`config.mk`:
```
export PLATFORM = sky130hd
export DESIGN_NAME = seq_det_sched_flat
export DESIGN_NICKNAME = d
export VERILOG_FILES = /design/src/rtl/seq_det_pkg.sv /design/src/rtl/seq_det_sched_if.sv /design/src/rtl/seq_det_sched_rr_arb2.sv /design/src/rtl/seq_det_sched.sv /design/src/flat_wrapper.sv
export SDC_FILE = /design/constraint.sdc
export NUM_CORES = 1
export LEC_CHECK = 0
export CAP_MARGIN = 30
export CORE_UTILIZATION = 41
export DETAILED_ROUTE_END_ITERATION = 7
export PLACE_DENSITY = 0.66
export SLEW_MARGIN = 10
export SYNTH_ARGS = -nofsm -noshare
export SYNTH_HDL_FRONTEND = slang
export SYNTH_SLANG_ARGS = --single-unit
```
`constraint.sdc`:
```
create_clock -name clk -period 4.06 [get_ports clk]
set_input_delay 0.812 -clock clk [delete_from_list [all_inputs] [get_ports clk]]
set_output_delay 0.812 -clock clk [all_outputs]
set_load 0.05 [all_outputs]
```
`src/rtl/seq_det_pkg.sv`:
```
// Shared types for the sequence-detector scheduler: FSM states, requester ID
// and the result-count width derivation.
package seq_det_pkg;

  typedef enum logic [1:0] {
    StIdle  = 2'd0,
    StClr   = 2'd1,
    StShift = 2'd2,
    StDone  = 2'd3
  } sched_state_e;

  typedef logic req_id_t;

  // Width needed to hold a hit count in 0..w.
  function automatic int unsigned cw_of(input int unsigned w);
    return $clog2(w + 1);
  endfunction

endpackage

```
`src/rtl/seq_det_sched_if.sv`:
```
// Bundle of requester handshakes, detector link and result signals.
// master = producers/detector/consumer side, slave = scheduler side.
interface seq_det_sched_if #(
  parameter int unsigned W = 8
) ();
  import seq_det_pkg::*;

  localparam int unsigned CW = cw_of(W);

  logic          req0_valid;
  logic [W-1:0]  req0_data;
  logic          req0_ack;
  logic          req1_valid;
  logic [W-1:0]  req1_data;
  logic          req1_ack;
  logic          det_clr;
  logic          det_x;
  logic          det_z;
  logic          res_valid;
  req_id_t       res_id;
  logic [CW-1:0] res_count;
  logic          busy;

  modport master (
    output req0_valid, req0_data, req1_valid, req1_data, det_z,
    input  req0_ack, req1_ack, det_clr, det_x, res_valid, res_id, res_count, busy
  );

  modport slave (
    input  req0_valid, req0_data, req1_valid, req1_data, det_z,
    output req0_ack, req1_ack, det_clr, det_x, res_valid, res_id, res_count, busy
  );

endinterface

```
`src/rtl/seq_det_sched_rr_arb2.sv`:
```
// Two-input round-robin arbiter; the pointer flips to the loser after each grant.
module rr_arb2
  import seq_det_pkg::*;
(
  input  logic       clk,
  input  logic       rst,
  input  logic       en_i,
  input  logic [1:0] req_i,
  output logic       gnt_o,
  output req_id_t    gnt_id_o
);

  req_id_t ptr_q;

  always_comb begin
    gnt_o    = en_i & (|req_i);
    // Pointer only matters on contention; a lone requester always wins.
    gnt_id_o = (&req_i) ? ptr_q : req_i[1];
  end

  always_ff @(posedge clk) begin
    if (rst) begin
      ptr_q <= 1'b0;
    end else if (gnt_o) begin
      ptr_q <= ~gnt_id_o;
    end
  end

endmodule

```
`src/rtl/seq_det_sched.sv`:
```
// Shares one serial Mealy detector between two word requesters: grant, clear the
// detector, shift the word MSB-first, count hits and report count with the ID.
module seq_det_sched
  import seq_det_pkg::*;
#(
  parameter int unsigned W = 8
) (
  input logic             clk,
  input logic             rst,
  seq_det_sched_if.slave  bus
);

  localparam int unsigned CW = cw_of(W);
  localparam int unsigned BW = $clog2(W);

  sched_state_e  state_q;
  logic [W-1:0]  word_q;
  logic [BW-1:0] bitcnt_q;
  logic [CW-1:0] hits_q;
  req_id_t       id_q;
  logic          ack0_q, ack1_q, clr_q, res_valid_q, busy_q;
  req_id_t       res_id_q;
  logic [CW-1:0] res_count_q;

  logic          arb_en, arb_gnt;
  req_id_t       arb_id;
  logic [CW-1:0] hits_inc;

  rr_arb2 u_arb (
    .clk      (clk),
    .rst      (rst),
    .en_i     (arb_en),
    .req_i    ({bus.req1_valid, bus.req0_valid}),
    .gnt_o    (arb_gnt),
    .gnt_id_o (arb_id)
  );

  // Grants are decided on the edge entering IDLE so the ack pulse sits in IDLE;
  // no new grant while an ack is still outstanding.
  always_comb begin
    arb_en   = ((state_q == StIdle) && !(ack0_q || ack1_q)) || (state_q == StDone);
    hits_inc = hits_q + CW'(bus.det_z);
    bus.det_x = 1'b0;
    if (state_q == StShift) begin
      bus.det_x = word_q[BW'(W - 1) - bitcnt_q];
    end
  end

  always_ff @(posedge clk) begin
    if (rst) begin
      state_q     <= StIdle;
      word_q      <= '0;
      bitcnt_q    <= '0;
      hits_q      <= '0;
      id_q        <= 1'b0;
      ack0_q      <= 1'b0;
      ack1_q      <= 1'b0;
      clr_q       <= 1'b0;
      res_valid_q <= 1'b0;
      busy_q      <= 1'b0;
      res_id_q    <= 1'b0;
      res_count_q <= '0;
    end else begin
      ack0_q      <= 1'b0;
      ack1_q      <= 1'b0;
      clr_q       <= 1'b0;
      res_valid_q <= 1'b0;
      case (state_q)
        StIdle: begin
          if (ack0_q || ack1_q) begin
            // Ack cycle: the granted requester's data is stable now.
            word_q  <= id_q ? bus.req1_data : bus.req0_data;
            clr_q   <= 1'b1;
            busy_q  <= 1'b1;
            state_q <= StClr;
          end else if (arb_gnt) begin
            ack0_q <= ~arb_id;
            ack1_q <= arb_id;
            id_q   <= arb_id;
          end
        end
        StClr: begin
          bitcnt_q <= '0;
          hits_q   <= '0;
          state_q  <= StShift;
        end
        StShift: begin
          hits_q   <= hits_inc;
          bitcnt_q <= bitcnt_q + 1'b1;
          if (bitcnt_q == BW'(W - 1)) begin
            res_valid_q <= 1'b1;
            res_id_q    <= id_q;
            res_count_q <= hits_inc;
            state_q     <= StDone;
          end
        end
        StDone: begin
          busy_q  <= 1'b0;
          state_q <= StIdle;
          if (arb_gnt) begin
            ack0_q <= ~arb_id;
            ack1_q <= arb_id;
            id_q   <= arb_id;
          end
        end
        default: state_q <= StIdle;
      endcase
    end
  end

  assign bus.req0_ack  = ack0_q;
  assign bus.req1_ack  = ack1_q;
  assign bus.det_clr   = clr_q;
  assign bus.res_valid = res_valid_q;
  assign bus.res_id    = res_id_q;
  assign bus.res_count = res_count_q;
  assign bus.busy      = busy_q;

endmodule

```
`src/flat_wrapper.sv`:
```
// flat-port wrapper written by rule: the top's interface ports become plain ports
module seq_det_sched_flat import seq_det_pkg::*;
#(
  parameter int unsigned W = 8
)
  (clk, rst, bus_req0_valid, bus_req0_data, bus_req1_valid, bus_req1_data, bus_det_z, bus_req0_ack, bus_req1_ack, bus_det_clr, bus_det_x, bus_res_valid, bus_res_id, bus_res_count, bus_busy);
  seq_det_sched_if #(.W(W)) bus_i ();
  input logic clk;
  input logic rst;
  input wire logic [$bits(bus_i.req0_valid)-1:0] bus_req0_valid;
  input wire logic [$bits(bus_i.req0_data)-1:0] bus_req0_data;
  input wire logic [$bits(bus_i.req1_valid)-1:0] bus_req1_valid;
  input wire logic [$bits(bus_i.req1_data)-1:0] bus_req1_data;
  input wire logic [$bits(bus_i.det_z)-1:0] bus_det_z;
  output wire logic [$bits(bus_i.req0_ack)-1:0] bus_req0_ack;
  output wire logic [$bits(bus_i.req1_ack)-1:0] bus_req1_ack;
  output wire logic [$bits(bus_i.det_clr)-1:0] bus_det_clr;
  output wire logic [$bits(bus_i.det_x)-1:0] bus_det_x;
  output wire logic [$bits(bus_i.res_valid)-1:0] bus_res_valid;
  output wire logic [$bits(bus_i.res_id)-1:0] bus_res_id;
  output wire logic [$bits(bus_i.res_count)-1:0] bus_res_count;
  output wire logic [$bits(bus_i.busy)-1:0] bus_busy;
  assign bus_i.req0_valid = bus_req0_valid;
  assign bus_i.req0_data = bus_req0_data;
  assign bus_i.req1_valid = bus_req1_valid;
  assign bus_i.req1_data = bus_req1_data;
  assign bus_i.det_z = bus_det_z;
  assign bus_req0_ack = bus_i.req0_ack;
  assign bus_req1_ack = bus_i.req1_ack;
  assign bus_det_clr = bus_i.det_clr;
  assign bus_det_x = bus_i.det_x;
  assign bus_res_valid = bus_i.res_valid;
  assign bus_res_id = bus_i.res_id;
  assign bus_res_count = bus_i.res_count;
  assign bus_busy = bus_i.busy;
  seq_det_sched #(.W(W)) u_core (.clk(clk), .rst(rst), .bus(bus_i));
endmodule
```
# ---- After elaboration in Yosys (flattened, before gate mapping)
# Index checks and enable logic that the tools add are counted.
# W data, S select, Z words.
dict set report word_totals {
  regBits 29
  wordCells 67
}
dict set report classes {
  add_sub_neg 3
  magnitude_cmp 1
  eq_ne 7
  mux 23
  bitwise 4
  reduce_logical 16
}
# cell count
set ops {}
lappend ops {{$mux W1} 12}
lappend ops {{$reduce_and A2 Y1} 6}
lappend ops {{$mux W8} 1}
lappend ops {{$pmux W1 S2} 4}
lappend ops {{$pmux W2 S4} 1}
lappend ops {{$pmux W4 S2} 1}
lappend ops {{$ne A2 B2 Y1 const B} 3}
lappend ops {{$pmux W3 S2} 1}
lappend ops {{$reduce_or A2 Y1} 3}
lappend ops {{$add A4 B1 Y4} 1}
lappend ops {{$eq A2 B2 Y1 const B} 2}
lappend ops {{$lt A3 B4 Y1 const B} 1}
lappend ops {{$mux W2} 2}
lappend ops {{$reduce_bool A2 Y1} 2}
lappend ops {{$add A3 B1 Y3 const B} 1}
lappend ops {{$bmux W1 S3} 1}
lappend ops {{$eq A3 B3 Y1 const B} 1}
lappend ops {{$not A1 Y1} 3}
lappend ops {{$sub A3 B3 Y3 const A} 1}
lappend ops {{$eq A2 B1 Y1 const B} 1}
lappend ops {{$logic_not A2 Y1} 1}
lappend ops {{$logic_or A1 B1 Y1} 2}
lappend ops {{$and A1 B1 Y1} 1}
lappend ops {{$logic_and A1 B1 Y1} 1}
lappend ops {{$logic_not A1 Y1} 1}

# ---- Depth between registers and ports, before layout
dict set report depth {
  ltp_word 8
  depth_mapped 7
}

# ---- Hierarchy
# Synthesis repeated with hierarchy kept, for this count alone.
dict set report unflattened {
  cells_unflattened 143
  area_unflattened_um2 1416.4
}
# module n_inst cells_per_inst area_each_um2
set by_module_without_submodules {}
lappend by_module_without_submodules {seq_det_sched 1 136 1351.3}
lappend by_module_without_submodules {rr_arb2 1 7 65.1}

# ---- Worst setup path before layout
# No wires, ideal clock.
dict set report synth_path {
  path_type {reg2out}
  startpoint {register u_core.bitcnt_q[0]}
  endpoint {output port bus_det_x}
  arrival_time_ns 1.304
  required_ns 3.248
  path_slack_ns 1.944
  path_stages_with_launch 4
  path_buffers 0
  cell_sequence {dfxtp_1 -> mux4_2 -> nand3_1 -> nand2_1}
}
dict set report synth_between {
  elab_chain_len 4
}
# item line
set synth_rtl {}
lappend synth_rtl {{from (decl)} seq_det_sched.sv:18} ;# logic [BW-1:0] bitcnt_q;
lappend synth_rtl {{from (signal assigned)} seq_det_sched.sv:89} ;# bitcnt_q <= bitcnt_q + 1'b1;
lappend synth_rtl {{$sub A3 B3 Y3} seq_det_sched.sv:45} ;# bus.det_x = word_q[BW'(W - 1) - bitcnt_q];
lappend synth_rtl {{$bmux W1 S3} seq_det_sched.sv:45}
lappend synth_rtl {{$mux W1 (not written as such)} seq_det_sched.sv:45}
lappend synth_rtl {{$mux W1} seq_det_sched.sv:44} ;# if (state_q == StShift) begin
lappend synth_rtl {{to (decl)} flat_wrapper.sv:18} ;# output wire logic [$bits(bus_i.det_x)-1:0] bus_det_x;
# Every way passes these cells. The select of a mux whose other input is x is not followed.

# ---- Final worst setup path
dict set report layout_path {
  startpoint {register u_core.state_q[0]}
  endpoint {output port bus_det_x}
}
dict set report layout_between {
  elab_chain_len 2
}
# item line
set layout_rtl {}
lappend layout_rtl {{from (decl)} seq_det_sched.sv:16} ;# sched_state_e state_q;
lappend layout_rtl {{from (signal assigned)} seq_det_sched.sv:51} ;# state_q <= StIdle;
lappend layout_rtl {{from (signal assigned)} seq_det_sched.sv:75} ;# state_q <= StClr;
lappend layout_rtl {{from (signal assigned)} seq_det_sched.sv:85} ;# state_q <= StShift;
lappend layout_rtl {{$eq A2 B2 Y1} seq_det_sched.sv:44}
lappend layout_rtl {{$mux W1} seq_det_sched.sv:44}
# Every way passes these cells.

==> results.sh <==
export IMPL_yosysUniqueCellTypes=35
export IMPL_final_nets=203
export IMPL_arrival_ns=2.21
export IMPL_grt_pass1_wl_um=4630
export IMPL_ys_seq_area_frac=0.427
export IMPL_syn_num_nets=174
export IMPL_synth_area_leaders="dfxtp_1, mux2i_1, ha_1"
export IMPL_required_ns=3.25
export IMPL_crit_type="reg2out"
export IMPL_place_ws_ns=1.41
export IMPL_fin_skew_ns=0.0106
export IMPL_drv_slew=0
export IMPL_diodes=0
export IMPL_wirelength_um=2780
export IMPL_fin_cells=220
export IMPL_htree_levels=2
export IMPL_cp_start_kind="flop"
export IMPL_yosys_top_cells_count="dfxtp_1, nand2_1, nor2_1"
export IMPL_ctsHoldBuffers=0
export IMPL_drtAntennaViolNets=0
export IMPL_cts_buffer_depth=2
export IMPL_r2r_start="u_core.state_q[0]"
export IMPL_max_cap_violations=0
export IMPL_setup_viol=0
export IMPL_endpoint_kind="primary output"
export IMPL_cts_resized=0
export IMPL_dr_pass1_iters=4
export IMPL_cts_tree="built"
export IMPL_fmax_mhz=331
export IMPL_synthFlopType="dfxtp_1"
export IMPL_final_fill_count=309
export IMPL_finalSetupTns_ns=0
export IMPL_multi_input_area_um2=708
export IMPL_crit_fanout=14
export IMPL_rsz0062_at_grt="no"
export IMPL_vias_per_cell=5.07
export IMPL_fin_crit_ns=3.02
export IMPL_register_area_um2=581
export IMPL_cts_made_buffers=5
export IMPL_drive_above_1_share=0.0625
export IMPL_hp_start="u_core.bus.res_id"
export IMPL_reg2reg_setup_slack_ns=2.24
export IMPL_drc=0
export IMPL_outcome="finished clean"
export IMPL_antenna_found_initial=0
export IMPL_yosysTopAreaCell="dfxtp_1"
export IMPL_hold_viol=0
export IMPL_ys_ff_latch=29
export IMPL_clkTransAtPathRegs_ns=0.09
export IMPL_grt_max_degree=27
export IMPL_clock_sinks=29
export IMPL_drtIter0Drc=30
export IMPL_cts_setup_buffers=0
export IMPL_synth_most_common_cell="dfxtp_1"
export IMPL_place_congestion=0.727
export IMPL_synth_adder_area_share=0.0645
export IMPL_dieArea_um2=3550
export IMPL_synth_async_sr_flop_share=0
export IMPL_min_to="u_core.bus.res_id"
export IMPL_io_pins=32
export IMPL_final_area_um2=1730
export IMPL_synthXorXnorAreaFrac=0.0129
export IMPL_vias=1116
export IMPL_syn_area_um2=1360
export IMPL_area_growth_pct=27.5
export IMPL_die_h_um=59.6
export IMPL_grt_overflow_total=0
export IMPL_rows=20
export IMPL_placed_cell_area_um2=1680
export IMPL_synth_edff_count=0
export IMPL_maxSlewHeadroom=0.574
export IMPL_synth_area_mux_share=0.108
export IMPL_yosys_area_top_type_share=0.427
export IMPL_netlist_instances=146
export IMPL_start_util=0.438
export IMPL_grt_pass1_vias=1101
export IMPL_r2r_cells=5
export IMPL_min_path_cells=2
export IMPL_grt_usage=0.179
export IMPL_fin_crit_sh=0.743
export IMPL_ys_warnings_count=0
export IMPL_insertion_delay_ns=0.33
export IMPL_r2r_end="u_core.id_q"
export IMPL_cts_root_buffer="clkbuf_4"
export IMPL_synth_top_family_by_area="simple AND/OR/NAND/NOR gates"
export IMPL_p_leak_nw=0.611
export IMPL_port_buffers=31
export IMPL_die_w_um=59.6
export IMPL_worst_pin_slew_ns=0.639
export IMPL_post_place_cells=212
export IMPL_wl_per_cell_um=12.6
export IMPL_synthSimpleGateAreaFrac=0.172
export IMPL_core_area_um2=3100
export IMPL_ir_drop_mv=0.264
export IMPL_min_path_type="reg2reg"
export IMPL_power_density_nw_per_um2=532
export IMPL_synth_compound_area_share=0.164
export IMPL_hpwl_um=2000
export IMPL_syn_area_per_cell_um2=9.31
export IMPL_setup_ws_ns=1.04
-- area by class of cell --
class / instances / share of cell area
multi-input combinational: 101 / 0.409
sequential: 29 / 0.335
timing repair buffer: 32 / 0.183
tap: 44 / 0.0318
clock buffer: 8 / 0.0282
inverter: 6 / 0.0130
-- flip-flops by register name, indices dropped and copies added (netlist names) --
| signal | flops |
|---|---|
| u_core.word_q | 8 |
| u_core.bus.res_count | 4 |
| u_core.hits_q | 4 |
| u_core.bitcnt_q | 3 |
| u_core.state_q | 2 |
| u_core.bus.busy | 1 |
| u_core.bus.det_clr | 1 |
| u_core.bus.req0_ack | 1 |
| u_core.bus.req1_ack | 1 |
| u_core.bus.res_id | 1 |
| u_core.bus.res_valid | 1 |
| u_core.id_q | 1 |
| u_core.u_arb.ptr_q | 1 |
-- layout by cell type (no fill, tap or decap), drive strengths merged, types with 7 or more instances in the layout --
cell / instances
nand3: 8
mux2i: 9
ha: 7
a211oi: 10
a21oi: 12
dfxtp: 29
nor2: 13
nand2: 15
clkbuf: 8
clkdlybuf4s50: 31
-- kinds of logic after synthesis --
| logic type | Yosys count |
|---|---|
| muxes | 12 |
| DFF | 29 |
| buffers and inverters | 16 |
| AOI/OAI and AO/OA | 31 |
| xor gates and xnor gates | 2 |
| and+or+nand+nor | 49 |
| adders and majority gates | 7 |
-- metal layers --
| layer | wire length [um] | GRT usage | share of wire |
|---|---|---|---|
| met1 | 1220 | 0.194 | 0.44 |
| met2 | 1370 | 0.318 | 0.49 |
| met3 | 137 | 0.0480 | 0.049 |
| met4 | 52 | 0.0897 | 0.019 |
| met5 | 0 | 0 | 0 |
-- how the worst max path moves through the flow --
stage | cells past startpoint | startpoint | end
after floorplan | 3 | u_core.bitcnt_q[0] | bus_det_x
after global placement | 4 | u_core.bitcnt_q[0] | bus_det_x
after detailed placement | 4 | u_core.bitcnt_q[0] | bus_det_x
after CTS | 5 | u_core.state_q[0] | bus_det_x
after global routing | 5 | u_core.state_q[0] | bus_det_x
final | 5 | u_core.state_q[0] | bus_det_x
-- metrics by stage --
stage / hold WS, ns / utilization / power, mW
finish: 0.459 / 0.558 / 0.922
floorplan: 0.445 / - / 0.697
CTS: 0.463 / 0.558 / 0.932
detailed placement: 0.452 / 0.543 / 0.771
global placement: 0.444 / 0.543 / 0.756
global route: 0.489 / 0.558 / 0.988
-- critical path, cell delays in order (launching register included) --
cell and delay (ns):
dfxtp_1 0.34, inv_1 0.09, ha_1 0.42, nand3_1 0.12
nand2_1 0.10, clkdlybuf4s50_1 0.80
-- report_power, final --
group          internal [mW]  switching [mW]  total (mW)
registers              0.342          0.0460       0.388
clock network         0.0688          0.0923       0.161
logic                  0.161           0.212       0.373
(Power assumes the default switching activity.)
